File: src/rtl/sa_fifo_pkg.sv
// Shared constants and types for the 128x64 RAM-backed FIFO controller.
// Imported by the controller top and its output skid buffer.
package sa_fifo_pkg;

    localparam int FIFO_DEPTH = 128;
    localparam int FIFO_AW    = 7;
    localparam int FIFO_DW    = 64;
    localparam int FIFO_CW    = 8;

    typedef logic [FIFO_AW-1:0] ptr_t;
    typedef logic [FIFO_CW-1:0] cnt_t;
    typedef logic [1:0]         skid_cnt_t;

endpackage

File: src/rtl/sa_fifo_ctrl_128x64_skid2.sv
// Two-entry output skid buffer: captures RAM read data, presents the
// oldest entry on a valid/ready stream. Head is always entry 0.
module sa_fifo_skid2
    import sa_fifo_pkg::*;
#(
    parameter int DW = FIFO_DW
) (
    input  logic          clk,
    input  logic          rst,
    input  logic          cap_vld,
    input  logic [DW-1:0] cap_data,
    output logic          out_vld,
    input  logic          out_rdy,
    output logic [DW-1:0] out_data,
    output skid_cnt_t     cnt
);

    logic [DW-1:0] head;
    logic [DW-1:0] tail;
    logic          pop;

    assign pop      = out_vld && out_rdy;
    assign out_vld  = (cnt != 2'd0);
    assign out_data = head;

    // Occupancy: capture and pop in the same cycle cancel out.
    always_ff @(posedge clk) begin
        if (rst) begin
            cnt <= 2'd0;
        end else if (cap_vld && !pop) begin
            cnt <= cnt + 2'd1;
        end else if (!cap_vld && pop) begin
            cnt <= cnt - 2'd1;
        end
    end

    // Storage: on pop the tail (or an arriving word) slides into the head.
    always_ff @(posedge clk) begin
        if (pop) begin
            head <= (cnt == 2'd2) ? tail : cap_data;
            if (cap_vld) begin
                tail <= cap_data;
            end
        end else if (cap_vld) begin
            if (cnt == 2'd0) begin
                head <= cap_data;
            end else begin
                tail <= cap_data;
            end
        end
    end

endmodule

File: src/rtl/sa_fifo_ctrl_128x64.sv
// Valid/ready FIFO controller driving a 128x64 two-port RAM with
// 1-cycle read latency; prefetches into a 2-entry skid buffer.
module sa_fifo_ctrl_128x64
    import sa_fifo_pkg::*;
#(
    parameter int DEPTH = FIFO_DEPTH,
    parameter int AW    = FIFO_AW,
    parameter int DW    = FIFO_DW,
    parameter int CW    = FIFO_CW
) (
    input  logic          clk,
    input  logic          rst,
    input  logic          wr_pvld,
    output logic          wr_prdy,
    input  logic [DW-1:0] wr_pd,
    output logic          rd_pvld,
    input  logic          rd_prdy,
    output logic [DW-1:0] rd_pd,
    output logic [CW-1:0] fifo_count,
    output logic [AW-1:0] ram_wa,
    output logic          ram_we,
    output logic [DW-1:0] ram_di,
    output logic [AW-1:0] ram_ra,
    output logic          ram_re,
    input  logic [DW-1:0] ram_dout,
    input  logic [31:0]   pwrbus_ram_pd,
    output logic [31:0]   ram_pwrbus_ram_pd
);

    logic [AW-1:0] wr_ptr;
    logic [AW-1:0] rd_ptr;
    logic [CW-1:0] ram_cnt;
    logic          inflight;
    skid_cnt_t     skid_cnt;
    logic          push;
    logic          pop;
    logic [2:0]    held;

    // Accept only on registered occupancy so wr_prdy never sees rd_prdy.
    assign wr_prdy = !rst && (fifo_count < CW'(DEPTH));
    assign push    = wr_pvld && wr_prdy;
    assign pop     = rd_pvld && rd_prdy;

    // Words already committed to the output side after this cycle's pop.
    assign held   = {1'b0, skid_cnt} + {2'b0, inflight} - {2'b0, pop};
    assign ram_re = (ram_cnt != '0) && (held < 3'd2);
    assign ram_ra = rd_ptr;

    assign ram_we = push;
    assign ram_wa = wr_ptr;
    assign ram_di = wr_pd;

    assign ram_pwrbus_ram_pd = pwrbus_ram_pd;

    // Pointers, occupancies and the read-in-flight flag.
    always_ff @(posedge clk) begin
        if (rst) begin
            wr_ptr     <= '0;
            rd_ptr     <= '0;
            ram_cnt    <= '0;
            fifo_count <= '0;
            inflight   <= 1'b0;
        end else begin
            if (push) begin
                wr_ptr <= wr_ptr + AW'(1);
            end
            if (ram_re) begin
                rd_ptr <= rd_ptr + AW'(1);
            end
            ram_cnt    <= ram_cnt + CW'(push) - CW'(ram_re);
            fifo_count <= fifo_count + CW'(push) - CW'(pop);
            inflight   <= ram_re;
        end
    end

    sa_fifo_skid2 #(
        .DW(DW)
    ) u_skid (
        .clk     (clk),
        .rst     (rst),
        .cap_vld (inflight),
        .cap_data(ram_dout),
        .out_vld (rd_pvld),
        .out_rdy (rd_prdy),
        .out_data(rd_pd),
        .cnt     (skid_cnt)
    );

endmodule
File: config.mk
export PLATFORM = sky130hd
export DESIGN_NAME = sa_fifo_ctrl_128x64
export DESIGN_NICKNAME = d
export VERILOG_FILES = /design/src/rtl/sa_fifo_pkg.sv /design/src/rtl/sa_fifo_ctrl_128x64_skid2.sv /design/src/rtl/sa_fifo_ctrl_128x64.sv
export SDC_FILE = /design/constraint.sdc
export NUM_CORES = 1
export LEC_CHECK = 0
export CORE_ASPECT_RATIO = 0.75
export CORE_MARGIN = 5
export CORE_UTILIZATION = 45
export DETAILED_ROUTE_END_ITERATION = 12
export GPL_TIMING_DRIVEN = 0
export HOLD_SLACK_MARGIN = 0.15
export PLACE_DENSITY = 0.88
export RECOVER_POWER = 50
export SLEW_MARGIN = 40
export SYNTH_ARGS = -nofsm -noshare
export SYNTH_HDL_FRONTEND = slang
export SYNTH_SLANG_ARGS = --single-unit
File: constraint.sdc
create_clock -name clk -period 11.1 [get_ports clk]
set_clock_uncertainty 0.1 [all_clocks]
set_input_delay 1.11 -clock clk [delete_from_list [all_inputs] [get_ports clk]]
set_output_delay 1.11 -clock clk [all_outputs]
set_load 0.01 [all_outputs]
==> summary.txt, run 1 <==
Route
  • Wire per inst: ~19 um
  • 1st-iter DRT viols: 229
  • Final wirelength: 19100 um
  • Vias: between 4000 and 5000
  • Routed Antenna Nets: 0
  • Via/cell ratio: 4.84
  • Post-route DRC: 0
  • Drt pass-1 iters: 5

Yosys
  • Flops & latches, synth: 161
  • Cell variety after synth: 49
  • Share of synthesized registers carrying an async set or reset: 0%
  • Area fraction of the dominant cell type after synthesis: 52.3%
  • EDFF count, synth: approximately 130
  • Register area share after synthesis: 61.3%
  • Most common cell in the netlist: edfxtp_1
  • Mapped Avg Cell Area: 13.9 um2
  • Post-synth top area cell: edfxtp_1
  • Synthesized area: 7350 um2
  • Synthesis Warnings: 0
  • Most frequent cells after synthesis: edfxtp_1, buf_4, mux2_2
  • Post-Syn Instances: 529
  • Most area-consuming cells after synthesis: edfxtp_1, mux2_2, buf_4, dfxtp_1, ha_1
  • Syn Nets: between 700 and 800
  • Most used DFF post-synth: edfxtp_1

Global routing
  • GRT overflow: 0
  • Total Routing Usage GR: between 10% and 20%
  • Vias in the first global route: 5140
  • Largest net degree at the start of global routing: 38
  • First-pass GRT wire length: around 28000 um
  • Initial antenna violation count: 2

Setup path
  • Critical path, cell by cell: dlygate4sd3_1 > and3b_1 > clkbuf_1 > o21ai_0 > fa_1 > xnor2_1 > o211ai_1 > buf_4 > inv_1 > clkdlybuf4s50_1
  • Worst Path Class, Setup: input port to output pin
  • Largest stage delay, worst path: 0.58 ns
  • R2r setup slk: 6.71 ns
  • Crit path max fanout: 10
  • R2r worst-path depth: 15
  • Delay-heaviest family, CP: buffers and inverters
  • CP bufs+invs: 5
  • CP Capture Type: output pin
  • R2R Path End: ram_cnt[7]
  • Reg2reg start: u_skid.cnt[1]
  • CP Launch Type: input port
  • CP Data Required Time: 9.89 ns
  • CP arrival: around 4.3 ns
  • CP startpoint: rd_prdy
  • CP max stage cell: dlygate4sd3_1

Finish
  • Area growth syn-to-layout: 45.4%
  • Layout cells sized above 1: 24.4%
  • Nets: 994
  • Finished Cell Area: between 10000 and 15000 um2

STA
  • Setup violators final: 0
  • Max Slew Vio Count: 38
  • Slew margin rel.: -39.0%
  • Final min period: between 5 and 6 ns
  • Tcrit/Tclk final: 49.8%
  • Max Clk Rate: 181 MHz
  • Fin Setup TNS: 0 ns
  • Worst slew pin tran: 2.09 ns
  • Unrepaired setup endpoints after global routing: no
  • Fin. Hold Viols: 0

Pwr
  • Worst vdd rail ir drop: 0.114 mV
  • Power Dens Cells: 223 nW/um2
  • Clk pwr share: 22.4%
  • P_leak: 4.04 nW
  • Flop pwr share: 39.6%
  • Switching Power: 0.000766 W
  • Comb power frac: 38.0%
  • Cell-internal power: about 0.0016 W
  • Switching share of power: 32.1%

Run status
  • Failing checks: capacitance limit, slew limit
  • Outcome: finished with violations

Placed design
  • Port-buffer cells: 253
  • Final Wtd Congestion: 0.852
  • Placed Area: 10200 um2
  • Final HPWL DP: 15100 um

Floorplanning
  • Core Area: around 16000 um2
  • Die area: between 15000 and 20000 um2
  • Initial Util: a little under half
  • Row count: 40
  • Chip Width: ~160 um
  • Die Y: 121 um
  • IO Pins: 350

Clocking
  • # clock sinks: 161
  • Post-CTS setup buffers: 0
  • Hold Buf Count CTS: 0
  • TritonCTS clock tree: built
  • Number of buffers on the longest clock path: 2
  • CTS Buf Count: 17
  • H-tree levels: 4
  • CTS Root Buffer Type: clkbuf_16
  • Reg clk slew, reported paths: roughly 0.060 ns
  • Clk_lat worst skew: 0.42 ns
  • # resized after CTS: 0

Hold path
  • Worst hold path type: register to register
  • Hold path cells: 2
  • Hold EP: ram_ra[5]
  • Hold_sp: ram_ra[5]

Flow run
  • MaxCap Viol Count: 1
==> final cells by class <==
cell class,instances,area [um2]
Clock inverter,15,110
Sequential cell,161,4500
Antenna cell,1,2.50
Tap cell,210,263
Fill cell,1177,5330
Clock buffer,17,425
Multi-Input combinational cell,233,1930
Timing Repair Buffer,257,2550
Buffer,109,807
Inverter,26,97.6
==> how the worst max path moves through the flow <==
stage                      endpoint  cells after the start
finish                       ram_re                     10
global route                 ram_re                     10
CTS                          ram_re                     10
detailed placement       ram_cnt[7]                     16
global placement    u_skid.tail[59]                      2
floorplan                ram_cnt[6]                     16
==> metrics by stage <==
stage | power, W | utilization (%) | hold slack (ns) | cells | setup slack [ns]
final | 0.00238 | 66.7 | 0.399 | 1029 | 5.57
after global routing | 0.00252 | 66.7 | 0.407 | 1029 | 5.35
after CTS | 0.00244 | 67.3 | 0.396 | 1028 | 5.93
after detailed placement | 0.00190 | 63.9 | 0.387 | 996 | 5.90
after global placement | 0.00186 | 63.3 | 0.363 | 992 | 5.51
after floorplan | 0.00146 | - | 0.396 | 529 | 7.01
==> sequential cells by signal (all words and copies together), names as in the netlist <==
register / cells
fifo_count: 8
inflight: 1
ram_cnt: 8
ram_ra: 7
ram_wa: 7
u_skid.cnt: 2
u_skid.out_data: 64
u_skid.tail: 64
==> cell usage in the layout (no fill, tap or decap), types with 7 or more instances in the layout <==
master           instances
clkdlybuf4s50_1        168
edfxtp_1               128
buf_4                   97
dlygate4sd3_1           85
mux2_2                  65
dfxtp_1                 33
inv_1                   26
nor2_1                  24
ha_1                    22
clkbuf_16               17
nand2_1                 13
a21oi_1                 11
o21ai_0                 10
xor2_1                  10
clkbuf_1                 8
nor2b_1                  7
nand3_1                  7
==> cells by family after synthesis <==
logic type | share of synthesized area [%]
simple gates | 5.96
mux | 10.1
buf+inv | 12.4
fa+ha+maj | 4.56
compound gates | 4.04
flops | 61.3
xor+xnor | 1.67
==> power groups by stage <==
| stage | Combinational, W | Clock (W) | Sequential, W |
|---|---|---|---|
| 5_1_grt | 0.000988 | 0.000568 | 0.000963 |
| 2_1_floorplan | 0.000443 | 0 | 0.00101 |
| 6_report | 0.000906 | 0.000533 | 0.000943 |
| 3_5_place_dp | 0.000949 | 0 | 0.000952 |
| 4_1_cts | 0.000955 | 0.000541 | 0.000940 |
| 3_3_place_gp | 0.000901 | 0 | 0.000962 |
==> tightest hold or removal path, delay by kind of cell, from the launching register on <==
| family | cells | cell delay, ns |
|---|---|---|
| AO/OA/AOI/OAI | 2 | 0.13 |
| flip-flops | 1 | 0.33 |
==> per-layer routing <==
metal | global-route usage, % | wire length [um]
met1 | 24.3 | 7470
met2 | 32.2 | 9730
met3 | 6.44 | 1550
met4 | 6.23 | 347
met5 | 0 | 7
Power figures use the tool's default switching activity.
==> run 2, diff against run 1 <==
CORE_UTILIZATION = 41   (was 45)
PLACE_DENSITY = 0.81   (was 0.88)
clock period = 5.5 ns   (was 11.1 ns; I/O delays follow)
==> summary.txt, run 2 (synthesis results as in run 1) <==
Pwr
  • Clk pwr share: a little under a quarter
  • P_leak: 4.09 nW
  • Switching Power: 0.00155 W
  • Flop pwr share: 39.3%
  • Worst vdd rail ir drop: 0.186 mV
  • Cell-internal power: 0.00329 W
  • Power Dens Cells: roughly 450 nW/um2
  • Switching share of power: 32.0%
  • Comb power frac: a little under two fifths

Route
  • Drt pass-1 iters: 4
  • Final wirelength: 18500 um
  • Via/cell ratio: 4.65
  • Post-route DRC: 0
  • 1st-iter DRT viols: 200
  • Wire per inst: roughly 17 um
  • Routed Antenna Nets: 0
  • Vias: about 4900

Setup path
  • Delay-heaviest family, CP: adder cells
  • Largest stage delay, worst path: about 0.5 ns
  • CP Launch Type: input port
  • CP Data Required Time: 5.69 ns
  • Crit path max fanout: 10
  • CP arrival: 4.29 ns
  • CP Capture Type: register
  • CP bufs+invs: 5
  • Critical path, cell by cell: clkdlybuf4s50_1 > and3b_1 > buf_2 > o21ai_0 > fa_1 > xnor2_1 > o211ai_1 > buf_4 > inv_1 > ha_1 > inv_1 > ha_1 > fa_1 > a21oi_1 > o31ai_1 > nand3b_1 > o211ai_1
  • Reg2reg start: u_skid.cnt[1]
  • R2r setup slk: 1.55 ns
  • R2R Path End: ram_cnt[6]
  • CP max stage cell: clkdlybuf4s50_1
  • Worst Path Class, Setup: input port to register
  • R2r worst-path depth: 16

STA
  • Worst slew pin tran: 1.35 ns
  • Max Slew Vio Count: 0
  • Fin. Hold Viols: 0
  • Setup violators final: 0
  • Final min period: about 4.1 ns
  • Tcrit/Tclk final: 74.6%
  • Unrepaired setup endpoints after global routing: no
  • Slew margin rel.: 9.59%
  • Max Clk Rate: roughly 240 MHz
  • Fin Setup TNS: 0 ns
  • Final WS setup: 1.40 ns

Run status
  • Outcome: finished, final reports clean

Floorplanning
  • Die Y: 126 um
  • IO Pins: 350
  • Die area: 20700 um2
  • Initial Util: 41.7%
  • Core Area: 17600 um2
  • Chip Width: 165 um
  • Row count: 42

Hold path
  • Hold EP: ram_ra[6]
  • Hold_sp: ram_ra[6]
  • Worst hold path type: register to register
  • Hold path cells: 2

Global routing
  • First-pass GRT wire length: 28100 um
  • Total Routing Usage GR: 17.5%
  • GRT overflow: 0
  • Largest net degree at the start of global routing: 37
  • Vias in the first global route: 5020
  • Initial antenna violation count: 1

Clocking
  • CTS Root Buffer Type: clkbuf_16
  • # resized after CTS: 0
  • TritonCTS clock tree: built
  • H-tree levels: 4
  • CTS Buf Count: 17
  • Post-CTS setup buffers: 0
  • # clock sinks: ~160
  • Clk_lat worst skew: 0.42 ns
  • Reg clk slew, reported paths: 0.07 ns
  • Number of buffers on the longest clock path: 2
  • Hold Buf Count CTS: 0

Placed design
  • Final HPWL DP: between 10000 and 15000 um
  • Cells after DPL: 1028
  • Final Wtd Congestion: 0.837
  • Pre-CTS WS: 0.999 ns
  • Port-buffer cells: 253

Finish
  • Area growth syn-to-layout: 46.6%
  • Fill count: approximately 1400
  • Nets: 994
  • Most frequent cells in the layout: dlygate4sd3_1, edfxtp_1, buf_4
  • Commonest non-fill, non-tap cell in the layout: dlygate4sd3_1
  • Layout cells sized above 1: 25.3%
  • Layout Utilization: a little over 60%
  • Fin cells: approximately 1100

Flow run
  • MaxCap Viol Count: 0
==> run 2: cell type report <==
cell class	instances	area, um2	share of cell area (%)
antenna	1	2.50	0.0232
inverter	26	97.6	0.906
clock inverter	15	124	1.15
buffer	109	810	7.51
clock buffer	17	425	3.95
tap	242	303	2.81
timing repair buffer	257	2570	23.9
sequential	161	4500	41.8
multi-input combinational	233	1930	17.9
==> run 2: metrics by stage <==
step | total power (W) | area (um2) | hold WS [ns]
finish | 0.00483 | 10800 | 0.392
global route | 0.00513 | 10800 | 0.437
CTS | 0.00493 | 10800 | 0.390
detailed placement | 0.00381 | 10300 | 0.379
global placement | 0.00377 | 10200 | 0.371
floorplan | 0.00294 | 7350 | 0.396
==> run 2: power by group through the flow <==
| stage | Sequential (W) | Clock (W) | Combinational, W |
|---|---|---|---|
| floorplan | 0.00204 | 0 | 0.000893 |
| global placement | 0.00195 | 0 | 0.00182 |
| detailed placement | 0.00192 | 0 | 0.00189 |
| CTS | 0.00190 | 0.00113 | 0.00191 |
| global route | 0.00193 | 0.00118 | 0.00202 |
| finish | 0.00190 | 0.00109 | 0.00184 |
==> run 2: how the worst max path moves through the flow <==
stage | endpoint | cells past startpoint | slack (ns) | from
finish | ram_cnt[6] | 17 | 1.40 | rd_prdy
global route | ram_cnt[7] | 16 | 1.17 | rd_prdy
CTS | ram_cnt[6] | 17 | 1.44 | rd_prdy
detailed placement | ram_cnt[6] | 17 | 1.0 | rd_prdy
global placement | u_skid.tail[19] | 2 | -0.16 | u_skid.cnt[1]
floorplan | u_skid.tail[0] | 2 | 1.54 | u_skid.cnt[1]
==> run 2: worst reg2reg max path, delay by kind of cell, from the launching register on <==
kind	cells	cell delay, ns
xor gates and xnor gates	1	0.15
and+or+nand+nor	2	0.38
buffers and inverters	4	0.68
AOI/OAI and AO/OA	5	0.81
adders and majority gates	4	1.27
DFF	1	0.45
==> run 2: routing by layer <==
layer  routed length (um)  up-vias  GRT usage [%]  part of all wire, %
li1                     -     2381              -                    -
met1                 7590     2351           22.5                   41
met2                 9260      185           28.4                   50
met3                 1390       15           5.68                  7.5
met4                  253        0           4.99                  1.4
met5                    0        -              0                    0
